$ cat src/rtl/cpu_defs.sv
// Shared CPU definitions: fetch-stage types, reset vector and branch classes.
package cpu_defs;

  localparam logic [31:0] RESET_PC_DEF = 32'hBFC0_0000;

  typedef enum logic [1:0] {
    S_IDLE,
    S_REQ,
    S_WAIT,
    S_DROP
  } fetch_state_e;

  typedef struct packed {
    logic [31:0] word;
    logic [31:0] pc;
    logic        adel;
  } fetch_entry_t;

  // Branch-class encodings consumed by decode/execute.
  localparam logic [2:0] BR_NONE = 3'd0;
  localparam logic [2:0] BR_COND = 3'd1;
  localparam logic [2:0] BR_J    = 3'd2;
  localparam logic [2:0] BR_JAL  = 3'd3;
  localparam logic [2:0] BR_JR   = 3'd4;
  localparam logic [2:0] BR_JALR = 3'd5;

  function automatic logic word_aligned(input logic [31:0] a);
    return a[1:0] == 2'b00;
  endfunction

endpackage

$ cat src/rtl/if_fifo.sv
// Synchronous FIFO of fetch entries with clear and a registered head entry.
module if_fifo
  import cpu_defs::*;
#(
  parameter int DEPTH = 2,
  parameter int CW    = $clog2(DEPTH) + 1
) (
  input  logic         clk,
  input  logic         rst_n,
  input  logic         push_i,
  input  fetch_entry_t push_data_i,
  input  logic         pop_i,
  input  logic         clear_i,
  output logic [CW-1:0] count_o,
  output fetch_entry_t head_o
);

  localparam int AW = $clog2(DEPTH);

  fetch_entry_t  mem_q [DEPTH];
  fetch_entry_t  head_q, head_d;
  logic [AW-1:0] rd_q, wr_q, rd_nxt;
  logic [CW-1:0] cnt_q;
  logic          do_push, do_pop;

  assign do_pop  = pop_i && (cnt_q != '0);
  assign do_push = push_i && ((cnt_q != CW'(DEPTH)) || do_pop);
  assign rd_nxt  = rd_q + AW'(1);

  // Head is precomputed so the output is a flop rather than a read mux.
  always_comb begin
    head_d = head_q;
    if (do_pop) begin
      if (cnt_q > CW'(1))  head_d = mem_q[rd_nxt];
      else if (do_push)    head_d = push_data_i;
      else                 head_d = '0;
    end else if (do_push && cnt_q == '0) begin
      head_d = push_data_i;
    end
  end

  always_ff @(posedge clk or negedge rst_n) begin
    if (!rst_n) begin
      rd_q   <= '0;
      wr_q   <= '0;
      cnt_q  <= '0;
      head_q <= '0;
    end else if (clear_i) begin
      rd_q   <= '0;
      wr_q   <= '0;
      cnt_q  <= '0;
      head_q <= '0;
    end else begin
      if (do_pop)  rd_q <= rd_nxt;
      if (do_push) wr_q <= wr_q + AW'(1);
      cnt_q  <= cnt_q + CW'(do_push) - CW'(do_pop);
      head_q <= head_d;
    end
  end

  always_ff @(posedge clk) begin
    if (do_push && !clear_i) mem_q[wr_q] <= push_data_i;
  end

  assign count_o = cnt_q;
  assign head_o  = head_q;

endmodule

$ cat src/rtl/if_fetch.sv
// Instruction fetch: PC generation, single-outstanding memory reads,
// redirect handling with wrong-path drop, and a buffered decode handoff.
module if_fetch
  import cpu_defs::*;
#(
  parameter logic [31:0] RESET_PC   = RESET_PC_DEF,
  parameter int          FIFO_DEPTH = 2
) (
  input  logic        clk,
  input  logic        rst_n,
  output logic        inst_req,
  output logic [31:0] inst_addr,
  input  logic        inst_addr_ok,
  input  logic        inst_data_ok,
  input  logic [31:0] inst_rdata,
  input  logic        redirect_valid,
  input  logic [31:0] redirect_pc,
  output logic        inst_valid,
  input  logic        inst_ready,
  output logic [31:0] inst_word,
  output logic [31:0] inst_pc,
  output logic        inst_adel
);

  localparam int CW = $clog2(FIFO_DEPTH) + 1;

  fetch_state_e  state_q;
  logic [31:0]   pc_q, pc_d, addr_q;
  logic          req_q, drop_pend_q;
  logic          push, adv, outstanding, free_slot;
  fetch_entry_t  push_entry, head;
  logic [CW-1:0] fifo_cnt;

  assign outstanding = (state_q == S_WAIT) || (state_q == S_DROP);
  assign free_slot   = (int'(fifo_cnt) + (outstanding ? 1 : 0)) < FIFO_DEPTH;

  always_comb begin
    push       = 1'b0;
    adv        = 1'b0;
    push_entry = '0;
    case (state_q)
      S_IDLE: if (!redirect_valid && free_slot && !word_aligned(pc_q)) begin
        push       = 1'b1;
        adv        = 1'b1;
        push_entry = '{word: 32'h0, pc: pc_q, adel: 1'b1};
      end
      S_WAIT: if (inst_data_ok && !redirect_valid) begin
        push       = 1'b1;
        adv        = 1'b1;
        push_entry = '{word: inst_rdata, pc: pc_q, adel: 1'b0};
      end
      default: ;
    endcase
  end

  assign pc_d = redirect_valid ? redirect_pc : (adv ? pc_q + 32'd4 : pc_q);

  // A redirect during S_REQ cannot retract the request; remember it so the
  // accepted read is routed to S_DROP.
  always_ff @(posedge clk or negedge rst_n) begin
    if (!rst_n) begin
      state_q     <= S_IDLE;
      pc_q        <= RESET_PC;
      req_q       <= 1'b0;
      addr_q      <= RESET_PC;
      drop_pend_q <= 1'b0;
    end else begin
      pc_q <= pc_d;
      case (state_q)
        S_IDLE: if (!redirect_valid && free_slot && word_aligned(pc_q)) begin
          state_q     <= S_REQ;
          req_q       <= 1'b1;
          addr_q      <= pc_q;
          drop_pend_q <= 1'b0;
        end
        S_REQ: begin
          if (inst_addr_ok) begin
            req_q       <= 1'b0;
            drop_pend_q <= 1'b0;
            state_q     <= (redirect_valid || drop_pend_q) ? S_DROP : S_WAIT;
          end else if (redirect_valid) begin
            drop_pend_q <= 1'b1;
          end
        end
        S_WAIT: begin
          if (inst_data_ok)        state_q <= S_IDLE;
          else if (redirect_valid) state_q <= S_DROP;
        end
        S_DROP: if (inst_data_ok) state_q <= S_IDLE;
        default: state_q <= S_IDLE;
      endcase
    end
  end

  if_fifo #(.DEPTH(FIFO_DEPTH), .CW(CW)) u_fifo (
    .clk        (clk),
    .rst_n      (rst_n),
    .push_i     (push),
    .push_data_i(push_entry),
    .pop_i      (inst_valid && inst_ready),
    .clear_i    (redirect_valid),
    .count_o    (fifo_cnt),
    .head_o     (head)
  );

  assign inst_req   = req_q;
  assign inst_addr  = addr_q;
  assign inst_valid = (fifo_cnt != '0);
  assign inst_word  = head.word;
  assign inst_pc    = head.pc;
  assign inst_adel  = head.adel;

endmodule

$ cat config.mk
export PLATFORM = sky130hd
export DESIGN_NAME = if_fetch
export DESIGN_NICKNAME = d
export VERILOG_FILES = /design/src/rtl/cpu_defs.sv /design/src/rtl/if_fifo.sv /design/src/rtl/if_fetch.sv
export SDC_FILE = /design/constraint.sdc
export NUM_CORES = 1
export LEC_CHECK = 0
export BUFFER_PORTS_ARGS = -buffer_cell sky130_fd_sc_hd__buf_2
export CORE_MARGIN = 8
export CORE_UTILIZATION = 51
export CTS_BUF_LIST = sky130_fd_sc_hd__clkbuf_8
export DETAILED_ROUTE_END_ITERATION = 16
export GPL_TIMING_DRIVEN = 0
export MAX_ROUTING_LAYER = met4
export PLACE_DENSITY = 0.79
export SLEW_MARGIN = 0
export SYNTH_ARGS = -nofsm -noshare
export SYNTH_HDL_FRONTEND = slang
export SYNTH_SLANG_ARGS = --single-unit
$ cat constraint.sdc
create_clock -name clk -period 10.64 [get_ports clk]
set_input_delay 1.596 -clock clk [delete_from_list [all_inputs] [get_ports clk]]
set_output_delay 1.596 -clock clk [all_outputs]
set_load 0.05 [all_outputs]
==> metrics.md <==
| Metric | Value |
|---|---|
| Hold buffer count at cts | `0` |
| Reg2reg setup slack | `7.39 ns` |
| Slew of the pin with the lowest slew margin | `0.8486 ns` |
| Design Area, Final | `roughly 0.014 mm2` |
| Simple-gate share of the synthesized area | `between 10% and 20%` |
| Bufs on Longest Clock Path | `3` |
| Number of distinct library cell variants in the gate-level netlist after synthesis | `57` |
| Number of slew-limit violations in the final report | `0` |
| Remaining Overflow, GRT | `0` |
| XOR/XNOR share of the synthesized area | `less than 1%` |
| Port Buffer Count | `approximately 170` |
| P&R area growth vs syn | `18.48%` |
| Max-slew headroom at the worst pin | `between 40% and 50%` |
| Register bit total from synthesis | `267` |
| Worst hold path type | `reg2reg` |
| Gate count after technology mapping | `roughly 960` |
| Max-Cap Viols | `0` |
| Maximum level of the CTS H-tree | `2` |
| Cell type of the slowest stage on the worst timing path | `or4bb_1` |
| Min-Delay Startpoint | `u_fifo.head_o[30]` |
| # placed instances | `about 1400` |
| Outcome | `finished, final reports clean` |
| Cell count of the worst hold path | `2` |
| Mean instance size in the synthesized netlist | `~12 um2` |
| Register clock-pin slew on the reported worst setup and hold paths | `approximately 0.06 ns` |
| Overall global routing resource usage | `approximately 22%` |
| Number of primary I/O pins | `~170` |
| Clock buffers created by TritonCTS | `45` |
| Critical path data arrival time | `4.21 ns` |
| Wire per inst | `about 20 um` |
| Number of synthesized flops with an enable pin | `130` |
| Die Footprint | `around 0.028 mm2` |
| Non-filler cells, final | `roughly 1500` |
| IR Drop Worst-Case VDD | `around 0.00020 V` |
| Per-cell via count in the routed design | `approximately 5.7` |
| Maximum fanout encountered on the critical timing path | `29` |
| Power per cell area | `roughly 250 mW/mm2` |
| Cell chosen for the clock root | `clkbuf_8` |
| Predominant post-synthesis flop cell | `edfxtp_1` |
| Max frequency | `roughly 0.25 GHz` |
| Post-Syn Nets | `1030` |
| Synth Area in Compound Gates | `between 10% and 20%` |
| Shortest clock period the worst path allows after layout | `approximately 4.0 ns` |
| Die X | `about 170 um` |
| Leakage power of the design | `5.761 nW` |
| Post-DP HPWL | `about 21000 um` |
| Critical Path Source Type | `primary input` |
| Final clock skew | `between 0.02 and 0.025 ns` |
| Destination of the worst register-to-register timing path | `u_fifo.mem_q[1][42]` |
| Detailed-route via count | `8509` |
| Wire length of the first global-routing pass | `roughly 47000 um` |
| Hold violation count in the final report | `0` |
| Antenna violations before repair | `2` |
| Required time at the worst-slack endpoint | `10.86 ns` |
| CP Capture Type | `register` |
| Maximum number of pins on one net before global-route repair | `77` |
| Origin of the critical flop-to-flop path | `state_q[0]` |
| Endpoint, Worst Hold | `u_fifo.head_o[30]` |
| Postcts setup bufs | `0` |
| Area of placed instances | `around 0.013 mm2` |
| Adder-cell area share of the yosys netlist | `0.3220%` |
| Number of global-route vias before repair | `between 8000 and 9000` |
| CTS resizes | `0` |
| Biggest area consumer among synthesized cells | `edfxtp_1` |
| Number of warnings issued by yosys | `0` |
| Core area | `0.02257 mm2` |
| Remaining routing DRC violations | `0` |
| Number of detailed-route iterations in the first pass | `5` |
| Post-synthesis cell area | `0.01166 mm2` |
| Synth area leaders | `edfxtp_1, dfrtp_1, dfstp_2` |
| Depth of the most critical reg-to-reg path | `9` |
| Final setup vio count | `0` |
| Setup Total Neg Slack | `0 ns` |
| Routability Congestion | `about 0.86` |
| Final Cycle Share | `between 30% and 40%` |
| Share of the synthesized area in the top cell type | `33.48%` |
| Final wirelength | `~30000 um` |
| CTS tree | `yes` |
| Critical path class | `in2reg` |
| Fraction of synthesis flops using an asynchronous set or reset pin | `51.31%` |
| Ratio of cells with drive above 1 in the final layout | `between 20% and 30%` |
| CP max stage delay | `~0.56 ns` |
| CP most frequent cell | `buf_2` |
| Starting density of the core | `about half` |
| Starting DRC count in detailed routing | `between 600 and 700` |
| Antenna Nets Post-Route | `0` |
| Die outline height | `167.2 um` |
| Portion of the post-synthesis area used by sequential elements | `a little over three fifths` |
| Main combinational cell family by area after synthesis | `simple AND/OR/NAND/NOR gates` |
| Clock Latency Late Sink | `0.55 ns` |
| CTS sink cnt | `roughly 270` |
| FP Rows | `55` |
| Worst setup startpoint | `redirect_valid` |
| Overall power after layout | `between 3 and 4 mW` |
| Unrepaired setup endpoints after global routing | `no` |
| Mux share of post-synthesis cell area | `6.364%` |
| Cell breakdown of the critical path | `buf_2, buf_2, or4bb_1, o31ai_4, buf_6, buf_2, o21ai_0, nor2_4, buf_12, buf_12` |
| Final Net Count | `1250` |
[synthesized netlist by cell type, types with 2 or more instances]
library cell / number
a22o_1: 2
nand4_1: 13
dfrtp_1: 119
edfxtp_1: 130
nor4_1: 2
and2_1: 61
ha_1: 3
clkbuf_1: 39
nor3_1: 4
o211ai_1: 12
dfstp_2: 18
buf_1: 4
a211oi_1: 30
or3_1: 5
xor2_1: 7
mux2i_1: 37
o21ai_0: 19
o311ai_0: 7
xnor2_1: 5
and3_1: 4
buf_2: 21
nor2b_1: 34
o31ai_1: 35
a21oi_1: 38
o41ai_1: 17
nor2_1: 82
buf_6: 2
nand2_1: 112
nand3_1: 13
mux2_2: 33
inv_1: 10
a21o_1: 2
o41ai_2: 13
[worst max path at each step]
stage	endpoint	slack, ns	cells after the start
2_1_floorplan	u_fifo.mem_q[0][0]	4.54	7
3_3_place_gp	u_fifo.mem_q[0][61]	2.59	8
3_5_place_dp	u_fifo.mem_q[1][61]	6.11	10
4_1_cts	u_fifo.mem_q[1][42]	6.67	10
5_1_grt	u_fifo.mem_q[1][43]	6.56	10
6_report	u_fifo.mem_q[1][42]	6.65	10
[through the flow]
step / setup WS (ns) / util (%) / hold slack, ns
floorplan: 4.544 / - / 0.4756
global placement: 2.589 / 56.96 / 0.4533
detailed placement: 6.108 / 57.53 / 0.4601
CTS: 6.665 / 61.18 / 0.4736
global route: 6.560 / 61.20 / 0.4913
finish: 6.653 / 61.20 / 0.4701
[worst max-delay path: cells and delay by family]
| kind | cells | cell delay (ns) |
|---|---|---|
| simple gates | 2 | 1.00 |
| buf+inv | 6 | 1.19 |
| compound gates | 2 | 0.40 |
[cell type report]
class / count / area, um2
fill: 1818 / 8758
sequential: 267 / 7355
multi-input combinational: 612 / 3980
timing repair buffer: 173 / 954.7
clock buffer: 51 / 701.9
tap: 285 / 356.6
buffer: 68 / 301.5
clock inverter: 30 / 121.4
inverter: 10 / 37.54
antenna: 2 / 5.005
[cells in the final DEF, fill, tap and decap left out, drive strengths merged, types with 7 or more instances in the layout]
master and n:
and2 61, nor2b 34, o311ai 8, o41ai 30, mux2i 37, dfstp 18, o211ai 12, nand3 13
edfxtp 130, dfrtp 119, xor2 7, mux2 33, buf 201, a211oi 30, clkinv 9, o21ai 19
a21oi 38, nand4 13, clkbuf 91, inv 30, nor2 83, nand2 113, o31ai 36
[logic make-up after synthesis]
| kind of cell | count (synthesis) |
|---|---|
| muxes | 70 |
| adders and majority gates | 3 |
| AOI/OAI and AO/OA | 185 |
| and+or+nand+nor | 342 |
| buffers and inverters | 78 |
| DFF | 267 |
| xor gates and xnor gates | 12 |
[power breakdown]
part	total, mW	internal [mW]	switching (mW)
clock	0.833	0.436	0.396
sequential	1.47	1.35	0.121
combinational	1.21	0.321	0.888
total	3.51	2.11	1.41
[sequential cells by signal, summed over array words and instances (netlist names)]
register / flops
inst_addr: 32
u_fifo.mem_q: 130
u_fifo.rd_q: 1
u_fifo.head_o: 65
inst_req: 1
pc_q: 32
drop_pend_q: 1
state_q: 2
u_fifo.wr_q: 1
u_fifo.count_o: 2
[metal layers]
layer	share of wire, %	GRT usage, %
met5	0	-
met4	2.2	6.949
met3	8.4	5.267
met2	47	34.86
met1	42	27.12
Note: power is estimated with default switching activity, not from simulation.
